<file path="src/rtl/inference_scheduler_if.sv">
// Byte, image-buffer and BNN signals of the inference scheduler.
// master: scheduler side; slave: SPI/buffer/BNN side.
interface inference_scheduler_if;
  logic [7:0] rx_byte;
  logic       rx_valid;
  logic       rx_taken;
  logic       wr_req;
  logic       wr_ready;
  logic [7:0] wr_data;
  logic [6:0] wr_addr;
  logic       buf_full;
  logic       bnn_enable;
  logic       result_ready;
  logic [3:0] result_in;
  logic       clear;
  logic [3:0] result_out;
  logic       result_valid;
  logic       timeout_err;
  logic [3:0] status;

  modport master (
    input  rx_byte, rx_valid, wr_ready,
    input  buf_full, result_ready, result_in,
    output rx_taken, wr_req, wr_data, wr_addr,
    output bnn_enable, clear, result_out,
    output result_valid, timeout_err, status
  );

  modport slave (
    output rx_byte, rx_valid, wr_ready,
    output buf_full, result_ready, result_in,
    input  rx_taken, wr_req, wr_data, wr_addr,
    input  bnn_enable, clear, result_out,
    input  result_valid, timeout_err, status
  );
endinterface

</file>
<file path="src/rtl/inference_scheduler.sv">
// Sequences one OCR inference: command decode, pixel load,
// BNN run under a watchdog, result latch.
module inference_scheduler #(
  parameter int         IMG_BYTES      = 113,
  parameter int         TIMEOUT_CYCLES = 4096,
  parameter logic [7:0] CMD_LOAD       = 8'hB0,
  parameter logic [7:0] CMD_CLEAR      = 8'hC1
) (
  input logic clk,
  input logic rst_n,
  inference_scheduler_if.master bus
);
  localparam int TW = $clog2(TIMEOUT_CYCLES);
  localparam logic [TW-1:0] T_MAX = TW'(TIMEOUT_CYCLES - 1);
  localparam logic [6:0] LAST = 7'(IMG_BYTES - 1);

  typedef enum logic [2:0] {
    S_IDLE, S_LOAD, S_WRITE, S_FILL,
    S_WAIT, S_DONE, S_ERR, S_CLEAR
  } state_t;

  state_t state, state_n;
  logic [TW-1:0] timer;
  logic [6:0] count;
  logic err_load;
  logic rx_taken_q;
  logic [7:0] wr_data_q;
  logic [6:0] wr_addr_q;
  logic [3:0] result_q;
  logic valid_q;
  logic terr_q;

  logic accept, expired;
  logic take, cap, cnt_inc, cnt_clr;
  logic latch, err_set, err_is_load;

  // A byte being acknowledged is still on rx_valid; never take it twice.
  assign accept  = bus.rx_valid && !rx_taken_q;
  assign expired = (timer == T_MAX);

  always_ff @(posedge clk or negedge rst_n) begin
    if (!rst_n) state <= S_IDLE;
    else        state <= state_n;
  end

  always_comb begin
    state_n     = state;
    take        = 1'b0;
    cap         = 1'b0;
    cnt_inc     = 1'b0;
    cnt_clr     = 1'b0;
    latch       = 1'b0;
    err_set     = 1'b0;
    err_is_load = 1'b0;
    unique case (state)
      S_IDLE: begin
        if (accept) begin
          take = 1'b1;
          if (bus.rx_byte == CMD_LOAD) begin
            state_n = S_LOAD;
            cnt_clr = 1'b1;
          end else if (bus.rx_byte == CMD_CLEAR) begin
            state_n = S_CLEAR;
          end
        end
      end
      S_LOAD: begin
        if (accept) begin
          take    = 1'b1;
          cap     = 1'b1;
          state_n = S_WRITE;
        end else if (expired) begin
          state_n     = S_ERR;
          err_set     = 1'b1;
          err_is_load = 1'b1;
        end
      end
      S_WRITE: begin
        if (bus.wr_ready) begin
          if (count == LAST) begin
            state_n = S_FILL;
          end else begin
            state_n = S_LOAD;
            cnt_inc = 1'b1;
          end
        end
      end
      S_FILL: begin
        if (bus.buf_full) begin
          state_n = S_WAIT;
        end else if (expired) begin
          state_n = S_ERR;
          err_set = 1'b1;
        end
      end
      S_WAIT: begin
        if (bus.result_ready) begin
          state_n = S_DONE;
          latch   = 1'b1;
        end else if (expired) begin
          state_n = S_ERR;
          err_set = 1'b1;
        end
      end
      S_DONE, S_ERR: begin
        if (accept) begin
          take = 1'b1;
          if (bus.rx_byte == CMD_CLEAR)
            state_n = S_CLEAR;
        end
      end
      S_CLEAR: state_n = S_IDLE;
      default: state_n = S_IDLE;
    endcase
  end

  always_ff @(posedge clk or negedge rst_n) begin
    if (!rst_n) begin
      timer <= '0;
    end else if (state_n != state) begin
      timer <= '0;
    end else if ((state == S_LOAD || state == S_FILL ||
                  state == S_WAIT) && !expired) begin
      timer <= timer + 1'b1;
    end
  end

  always_ff @(posedge clk or negedge rst_n) begin
    if (!rst_n) begin
      count      <= '0;
      err_load   <= 1'b0;
      rx_taken_q <= 1'b0;
      wr_data_q  <= '0;
      wr_addr_q  <= '0;
      result_q   <= '0;
      valid_q    <= 1'b0;
      terr_q     <= 1'b0;
    end else begin
      rx_taken_q <= take;
      if (cap) begin
        wr_data_q <= bus.rx_byte;
        wr_addr_q <= count;
      end
      if (cnt_clr || state == S_CLEAR) count <= '0;
      else if (cnt_inc)                count <= count + 1'b1;
      if (latch) begin
        result_q <= bus.result_in;
        valid_q  <= 1'b1;
      end
      if (err_set) begin
        terr_q   <= 1'b1;
        valid_q  <= 1'b0;
        err_load <= err_is_load;
      end
      if (state == S_CLEAR) begin
        terr_q  <= 1'b0;
        valid_q <= 1'b0;
      end
    end
  end

  assign bus.rx_taken     = rx_taken_q;
  assign bus.wr_req       = (state == S_WRITE);
  assign bus.wr_data      = wr_data_q;
  assign bus.wr_addr      = wr_addr_q;
  assign bus.bnn_enable   = (state == S_WAIT);
  assign bus.clear        = (state == S_CLEAR);
  assign bus.result_out   = result_q;
  assign bus.result_valid = valid_q;
  assign bus.timeout_err  = terr_q;

  always_comb begin
    bus.status = 4'd0;
    unique case (state)
      S_IDLE:  bus.status = 4'd0;
      S_LOAD:  bus.status = 4'd1;
      S_WRITE: bus.status = 4'd1;
      S_FILL:  bus.status = 4'd2;
      S_WAIT:  bus.status = 4'd2;
      S_DONE:  bus.status = 4'd3;
      S_ERR:   bus.status = err_load ? 4'd5 : 4'd4;
      S_CLEAR: bus.status = 4'd6;
      default: bus.status = 4'd0;
    endcase
  end
endmodule

</file>
<file path="src/flat_wrapper.sv">
// flat-port wrapper written by rule: the top's interface ports become plain ports
module inference_scheduler_flat 
#(
  parameter int         IMG_BYTES      = 113,
  parameter int         TIMEOUT_CYCLES = 4096,
  parameter logic [7:0] CMD_LOAD       = 8'hB0,
  parameter logic [7:0] CMD_CLEAR      = 8'hC1
)
  (clk, rst_n, bus_rx_byte, bus_rx_valid, bus_wr_ready, bus_buf_full, bus_result_ready, bus_result_in, bus_rx_taken, bus_wr_req, bus_wr_data, bus_wr_addr, bus_bnn_enable, bus_clear, bus_result_out, bus_result_valid, bus_timeout_err, bus_status);
  inference_scheduler_if bus_i ();
  input logic clk;
  input logic rst_n;
  input wire logic [$bits(bus_i.rx_byte)-1:0] bus_rx_byte;
  input wire logic [$bits(bus_i.rx_valid)-1:0] bus_rx_valid;
  input wire logic [$bits(bus_i.wr_ready)-1:0] bus_wr_ready;
  input wire logic [$bits(bus_i.buf_full)-1:0] bus_buf_full;
  input wire logic [$bits(bus_i.result_ready)-1:0] bus_result_ready;
  input wire logic [$bits(bus_i.result_in)-1:0] bus_result_in;
  output wire logic [$bits(bus_i.rx_taken)-1:0] bus_rx_taken;
  output wire logic [$bits(bus_i.wr_req)-1:0] bus_wr_req;
  output wire logic [$bits(bus_i.wr_data)-1:0] bus_wr_data;
  output wire logic [$bits(bus_i.wr_addr)-1:0] bus_wr_addr;
  output wire logic [$bits(bus_i.bnn_enable)-1:0] bus_bnn_enable;
  output wire logic [$bits(bus_i.clear)-1:0] bus_clear;
  output wire logic [$bits(bus_i.result_out)-1:0] bus_result_out;
  output wire logic [$bits(bus_i.result_valid)-1:0] bus_result_valid;
  output wire logic [$bits(bus_i.timeout_err)-1:0] bus_timeout_err;
  output wire logic [$bits(bus_i.status)-1:0] bus_status;
  assign bus_i.rx_byte = bus_rx_byte;
  assign bus_i.rx_valid = bus_rx_valid;
  assign bus_i.wr_ready = bus_wr_ready;
  assign bus_i.buf_full = bus_buf_full;
  assign bus_i.result_ready = bus_result_ready;
  assign bus_i.result_in = bus_result_in;
  assign bus_rx_taken = bus_i.rx_taken;
  assign bus_wr_req = bus_i.wr_req;
  assign bus_wr_data = bus_i.wr_data;
  assign bus_wr_addr = bus_i.wr_addr;
  assign bus_bnn_enable = bus_i.bnn_enable;
  assign bus_clear = bus_i.clear;
  assign bus_result_out = bus_i.result_out;
  assign bus_result_valid = bus_i.result_valid;
  assign bus_timeout_err = bus_i.timeout_err;
  assign bus_status = bus_i.status;
  inference_scheduler #(.IMG_BYTES(IMG_BYTES), .TIMEOUT_CYCLES(TIMEOUT_CYCLES), .CMD_LOAD(CMD_LOAD), .CMD_CLEAR(CMD_CLEAR)) u_core (.clk(clk), .rst_n(rst_n), .bus(bus_i));
endmodule
</file>
<file path="config.mk">
export PLATFORM = sky130hd
export DESIGN_NAME = inference_scheduler_flat
export DESIGN_NICKNAME = d
export VERILOG_FILES = /design/src/rtl/inference_scheduler_if.sv /design/src/rtl/inference_scheduler.sv /design/src/flat_wrapper.sv
export SDC_FILE = /design/constraint.sdc
export NUM_CORES = 1
export LEC_CHECK = 0
export ABC_AREA = 1
export ABC_CLOCK_PERIOD_IN_PS = 1900
export BUFFER_PORTS_ARGS = -buffer_cell sky130_fd_sc_hd__buf_2
export CAP_MARGIN = 40
export CORE_MARGIN = 4
export CORE_UTILIZATION = 50
export DETAILED_ROUTE_END_ITERATION = 12
export PLACE_DENSITY_LB_ADDON = 0.15
export SYNTH_ARGS = -nofsm -noshare
export SYNTH_HDL_FRONTEND = slang
export SYNTH_SLANG_ARGS = --single-unit
</file>
<file path="constraint.sdc">
create_clock -name clk -period 1.9 [get_ports clk]
set_input_delay 0.38 -clock clk [delete_from_list [all_inputs] [get_ports clk]]
set_output_delay 0.38 -clock clk [all_outputs]
set_load 0.1 [all_outputs]
</file>
== After elaboration in Yosys (flattened, before gate mapping) ==
Index checks and enable logic that the tools add are counted.

* Output and inout bits: 29
* Word-level logic and storage cells: 79
* Flip-flop bits (word level): 45
* Input bits: 18

* Equality and inequality tests: 12
* Reductions and logical operators: 16
* Add/subtract/negate cells: 2
* Multiplexer cells: 39

{| class="wikitable"
|+ Operators with widths
! kind !! number
|-
| 3-bit 2-to-1 mux || 9
|-
| 12-bit 2-to-1 mux || 2
|-
| 4-bit case mux with 6 select lines || 1
|-
| 1-bit 2-to-1 mux || 22
|-
| 3-bit case mux with 7 select lines || 1
|-
| 8-bit equality test (second input constant) || 2
|-
| 7-bit 2-to-1 mux || 2
|-
| 12-bit by 1-bit adder with 12-bit output (second input constant) || 1
|-
| 12-bit equality test (second input constant) || 1
|-
| 3-bit equality test (second input constant) || 4
|-
| 7-bit by 1-bit adder with 7-bit output (second input constant) || 1
|-
| 7-bit equality test (second input constant) || 1
|-
| 3-bit by 2-bit equality test with 1-bit output (second input constant) || 2
|-
| 2-bit nonzero test || 3
|-
| 2-bit OR reduction || 3
|-
| 4-bit OR reduction || 1
|-
| 3-bit by 1-bit equality test with 1-bit output (second input constant) || 1
|-
| 3-bit logical NOT || 1
|-
| 1-bit logical OR || 3
|-
| 3-bit != test || 1
|-
| 1-bit case mux with 3 select lines || 1
|-
| 3-bit nonzero test || 1
|-
| 1-bit logical AND || 2
|-
| 1-bit logical NOT || 2
|-
| 2-bit 2-to-1 mux || 1
|}

== Longest topological paths before layout ==
* Word-level depth: 7
* Gate-level depth with buffers: 13

== Worst setup path after synthesis ==
No wires, ideal clock.

* Path type: flip-flop to output port
* Start: register u_core.state[0]
* End: output bus_status[0]
* Arrival: 2.596 ns
* Cell stages (with the launch flop): 3
* Path slack: -1.076 ns
* Buffers on the path: 0
* Required time: 1.520 ns
* Cell sequence: dfrtp_1 inv_2 o21ai_0

* Cells in the longest elaborated chain, start to end: 3
* Elaborated cells on any way between the ends: 11
* Those cells by class: eq/ne: 7; mux: 1; reduce/logical: 3

{| class="wikitable"
|+ RTL lines
! element !! line !! text
|-
| start: declaration || inference_scheduler.sv:22 || <nowiki>state_t state, state_n;</nowiki>
|-
| start signal: assignment || inference_scheduler.sv:43 || <nowiki>else state <= state_n;</nowiki>
|-
| 3-bit equality test (tied with other cells) || inference_scheduler.sv:174 || <nowiki>unique case (state)</nowiki>
|-
| 2-bit OR reduction (no line) || n/a ||
|-
| 4-bit case mux with 6 select lines * || inference_scheduler.sv:174 ||
|-
| end: declaration || flat_wrapper.sv:28 || <nowiki>output wire logic [$bits(bus_i.status)-1:0] bus_status;</nowiki>
|}

Every way passes the cells marked *; elsewhere a longest branch is shown, timed or not. The select of a mux whose other input is x is not followed.

== Worst setup path in the final report ==
Same ends and word-level chain as after synthesis.

==> metrics.txt <==
RD Place Congestion 0.8413; IO Pins 47; sequential fraction of the synthesis area between 40% and 50%; Core Region about 4500 µm²; Routed wire per std cell 12.57 µm; largest net degree at the start of global routing 28; share of layout cells above drive strength 1 31.27%; count of state elements after synthesis 45; number of port buffers between 40 and 50; status finished, final reports clean; final hold viol count 0; Setup WS post-layout 0.05514 ns; Max-slew headroom 66.48%; DIE AREA just under 6000 µm²; Root Buffer clkbuf_8; Die Y 77.15 µm; Die Wd 77.15 µm; EDFF count, synth 0; ys flop type dfrtp_1; CTS tree built; initial core utilization 53.08%; Crit Path Category flip-flop to primary output; r2r setup slk 0.15 ns; Max VDD drop approximately 1.4 mV; first-pass GRT wire length slightly below 9 mm; Synth Instances 299; Syn Nets 320; FF-to-FF path depth 13; drt first pass iters 4; hpwl dp between 3 and 4 mm; final worst path period share 97.10%; synth unique cells 28; max-slew violations 0; crit start category flip-flop; Tot Pwr approximately 0.0054 W; row cnt 24; Leakage 1.552 nW; Hold Path Class primary input to async pin; dpl cell area approximately 2800 µm²; ANT nets after route 0; post-route cell area 2973 µm²; worst r2r src u_core.state[0]; clk sinks 45; vias 2000; Worst-Margin Slew 0.5028 ns; H-tree Lvls 2; CTS clk-pin slew, worst paths approximately 0.090 ns; Iter 0 DRT Violations 96; initial antenna violation count 0; DR DRC count 0; vias in the first global route 1893; Antenna Cells 0; pre-CTS WS ~0.036 ns; synthesis-to-finish area growth 24.33%; Num CTS Buffers 5; type of destination of the critical path primary output; Bufs on Longest Clock Path 2; grt ovf 0; asr flop ratio synth 100.0%; crit-path max FO 4; Final nets approximately 380; Mapped Area ~2400 µm²; Worst R2R End u_core.timer[0]; power per cell area 1803 nW/µm²; # fillers 387; DR vias/cell 4.914; Max Cap Viol 0; worst-skew pair later-pin latency about 0.30 ns; total global routing track utilization 18.00%; critical path arrival 1.46 ns; Post-Syn Area per Cell 7.997 µm²; Final setup viols 0; fmax 542.0 MHz; final WL roughly 5.1 mm; Req. time, crit path 1.52 ns; yosys synthesis warning count 0; RSZ-0062 raised after global routing yes; Layout Skew 0.005763 ns; fin crit period 1.845 ns
==> worst max path at each step <==
stage	start	endpoint	slack, ns	cells after the start
after floorplan	u_core.state[0]	bus_status[0]	-0.32	2
after global placement	u_core.state[1]	u_core.count[1]	0.01	8
after detailed placement	u_core.state[1]	u_core.count[0]	0.04	8
after CTS	u_core.state[1]	bus_status[0]	0.004	5
after global routing	u_core.state[0]	bus_status[0]	-0.02	6
final	u_core.state[0]	bus_status[0]	0.06	6
==> routing by layer <==
metal  routed length (µm)  GRT usage (%)  part of all wire, %
met4                   61          5.338                  1.2
met3                  264          3.279                  5.2
met1                 2446          25.34                   48
met5                    0              0                    0
met2                 2346          28.24                   46
==> where the power goes <==
part           leakage, nW  internal [W]  switching [W]
sequential           0.593       0.00118       0.000170
clock               0.0542      0.000329       0.000322
combinational        0.904      0.000833        0.00253
==> what timing repair did <==
| item | CTS | global route |
|---|---|---|
| setup endpoints to repair | 1 | 18 |
| gates resized for setup | 2 | 13 |
| hold buffers | 0 | 0 |
| pin swaps | 0 | 3 |
| buffers inserted | 1 | 3 |
==> synthesized netlist by cell type (4+ instances only) <==
cell,n,area (µm²)
xor2_1,8,70.07
inv_2,4,15.01
nor2_1,27,101.4
dfrtp_1,45,1126
nand2_2,5,31.28
nor2_2,14,87.58
nand4_1,4,25.02
nand3_1,14,70.07
o21ai_0,22,110.1
nor3_1,7,35.03
a21oi_1,6,30.03
inv_1,39,146.4
nand2_1,77,289.0
==> state kept, by name, summed over array words and instances, names as in the netlist <==
signal and flops:
u_core.bus.result_out 4, u_core.bus.result_valid 1, u_core.bus.rx_taken 1, u_core.bus.timeout_err 1, u_core.bus.wr_addr 7, u_core.bus.wr_data 8, u_core.count 7, u_core.err_load 1
u_core.state 3, u_core.timer 12
==> metrics by stage <==
| stage | utilization, % | std cells | hold slack, ns | TNS, ns |
|---|---|---|---|---|
| global route | 66.00 | 407 | 0.07852 | -0.03068 |
| CTS | 64.78 | 404 | 0.05542 | 0 |
| global placement | 62.28 | 395 | 0.3749 | 0 |
| finish | 66.00 | 407 | 0.03877 | 0 |
| detailed placement | 62.28 | 395 | 0.3831 | 0 |
| floorplan | - | 299 | 0.08441 | -1.597 |
==> final cells by class <==
class | instances | area [µm²] | area share [%]
Clock inverter | 1 | 5.005 | 0.1684
Multi-Input combinational cell | 205 | 1112 | 37.42
Timing Repair Buffer | 54 | 397.9 | 13.38
Clock buffer | 7 | 96.34 | 3.241
Sequential cell | 45 | 1130 | 38.00
Inverter | 43 | 166.4 | 5.598
Tap cell | 52 | 65.06 | 2.189
==> worst max-delay path: stages, from the launching register on <==
cell	delay (ns)
dfrtp_2	0.44
inv_4	0.09
nand2_2	0.08
inv_2	0.07
o21ai_0	0.07
o21ai_1	0.16
clkbuf_16	0.25
==> kinds of logic after synthesis <==
kind of cell | share of synthesized area, %
XOR/XNOR | 4.030
multiplexers | 1.413
other | 0.1568
buffers and inverters | 8.791
AND/OR/NAND/NOR | 29.46
AO/OA/AOI/OAI | 7.483
adder cells (fa/ha/maj) | 1.570
flip-flops | 47.10
==> placed cells by master (no fill, tap or decap), types with 5 or more instances in the layout <==
master    instances
nor2_4            5
nor3_1            7
xor2_1            8
inv_2             6
nand2_1          75
nor2_2           13
buf_4             7
buf_12            6
dfrtp_1          42
o21ai_0          20
a21oi_1           6
clkbuf_8          7
nand3_2           6
inv_1            35
nand3_1          10
buf_2            40
nor2_1           24
nand2_2           7
No activity file was read; power rests on OpenSTA's default activity.
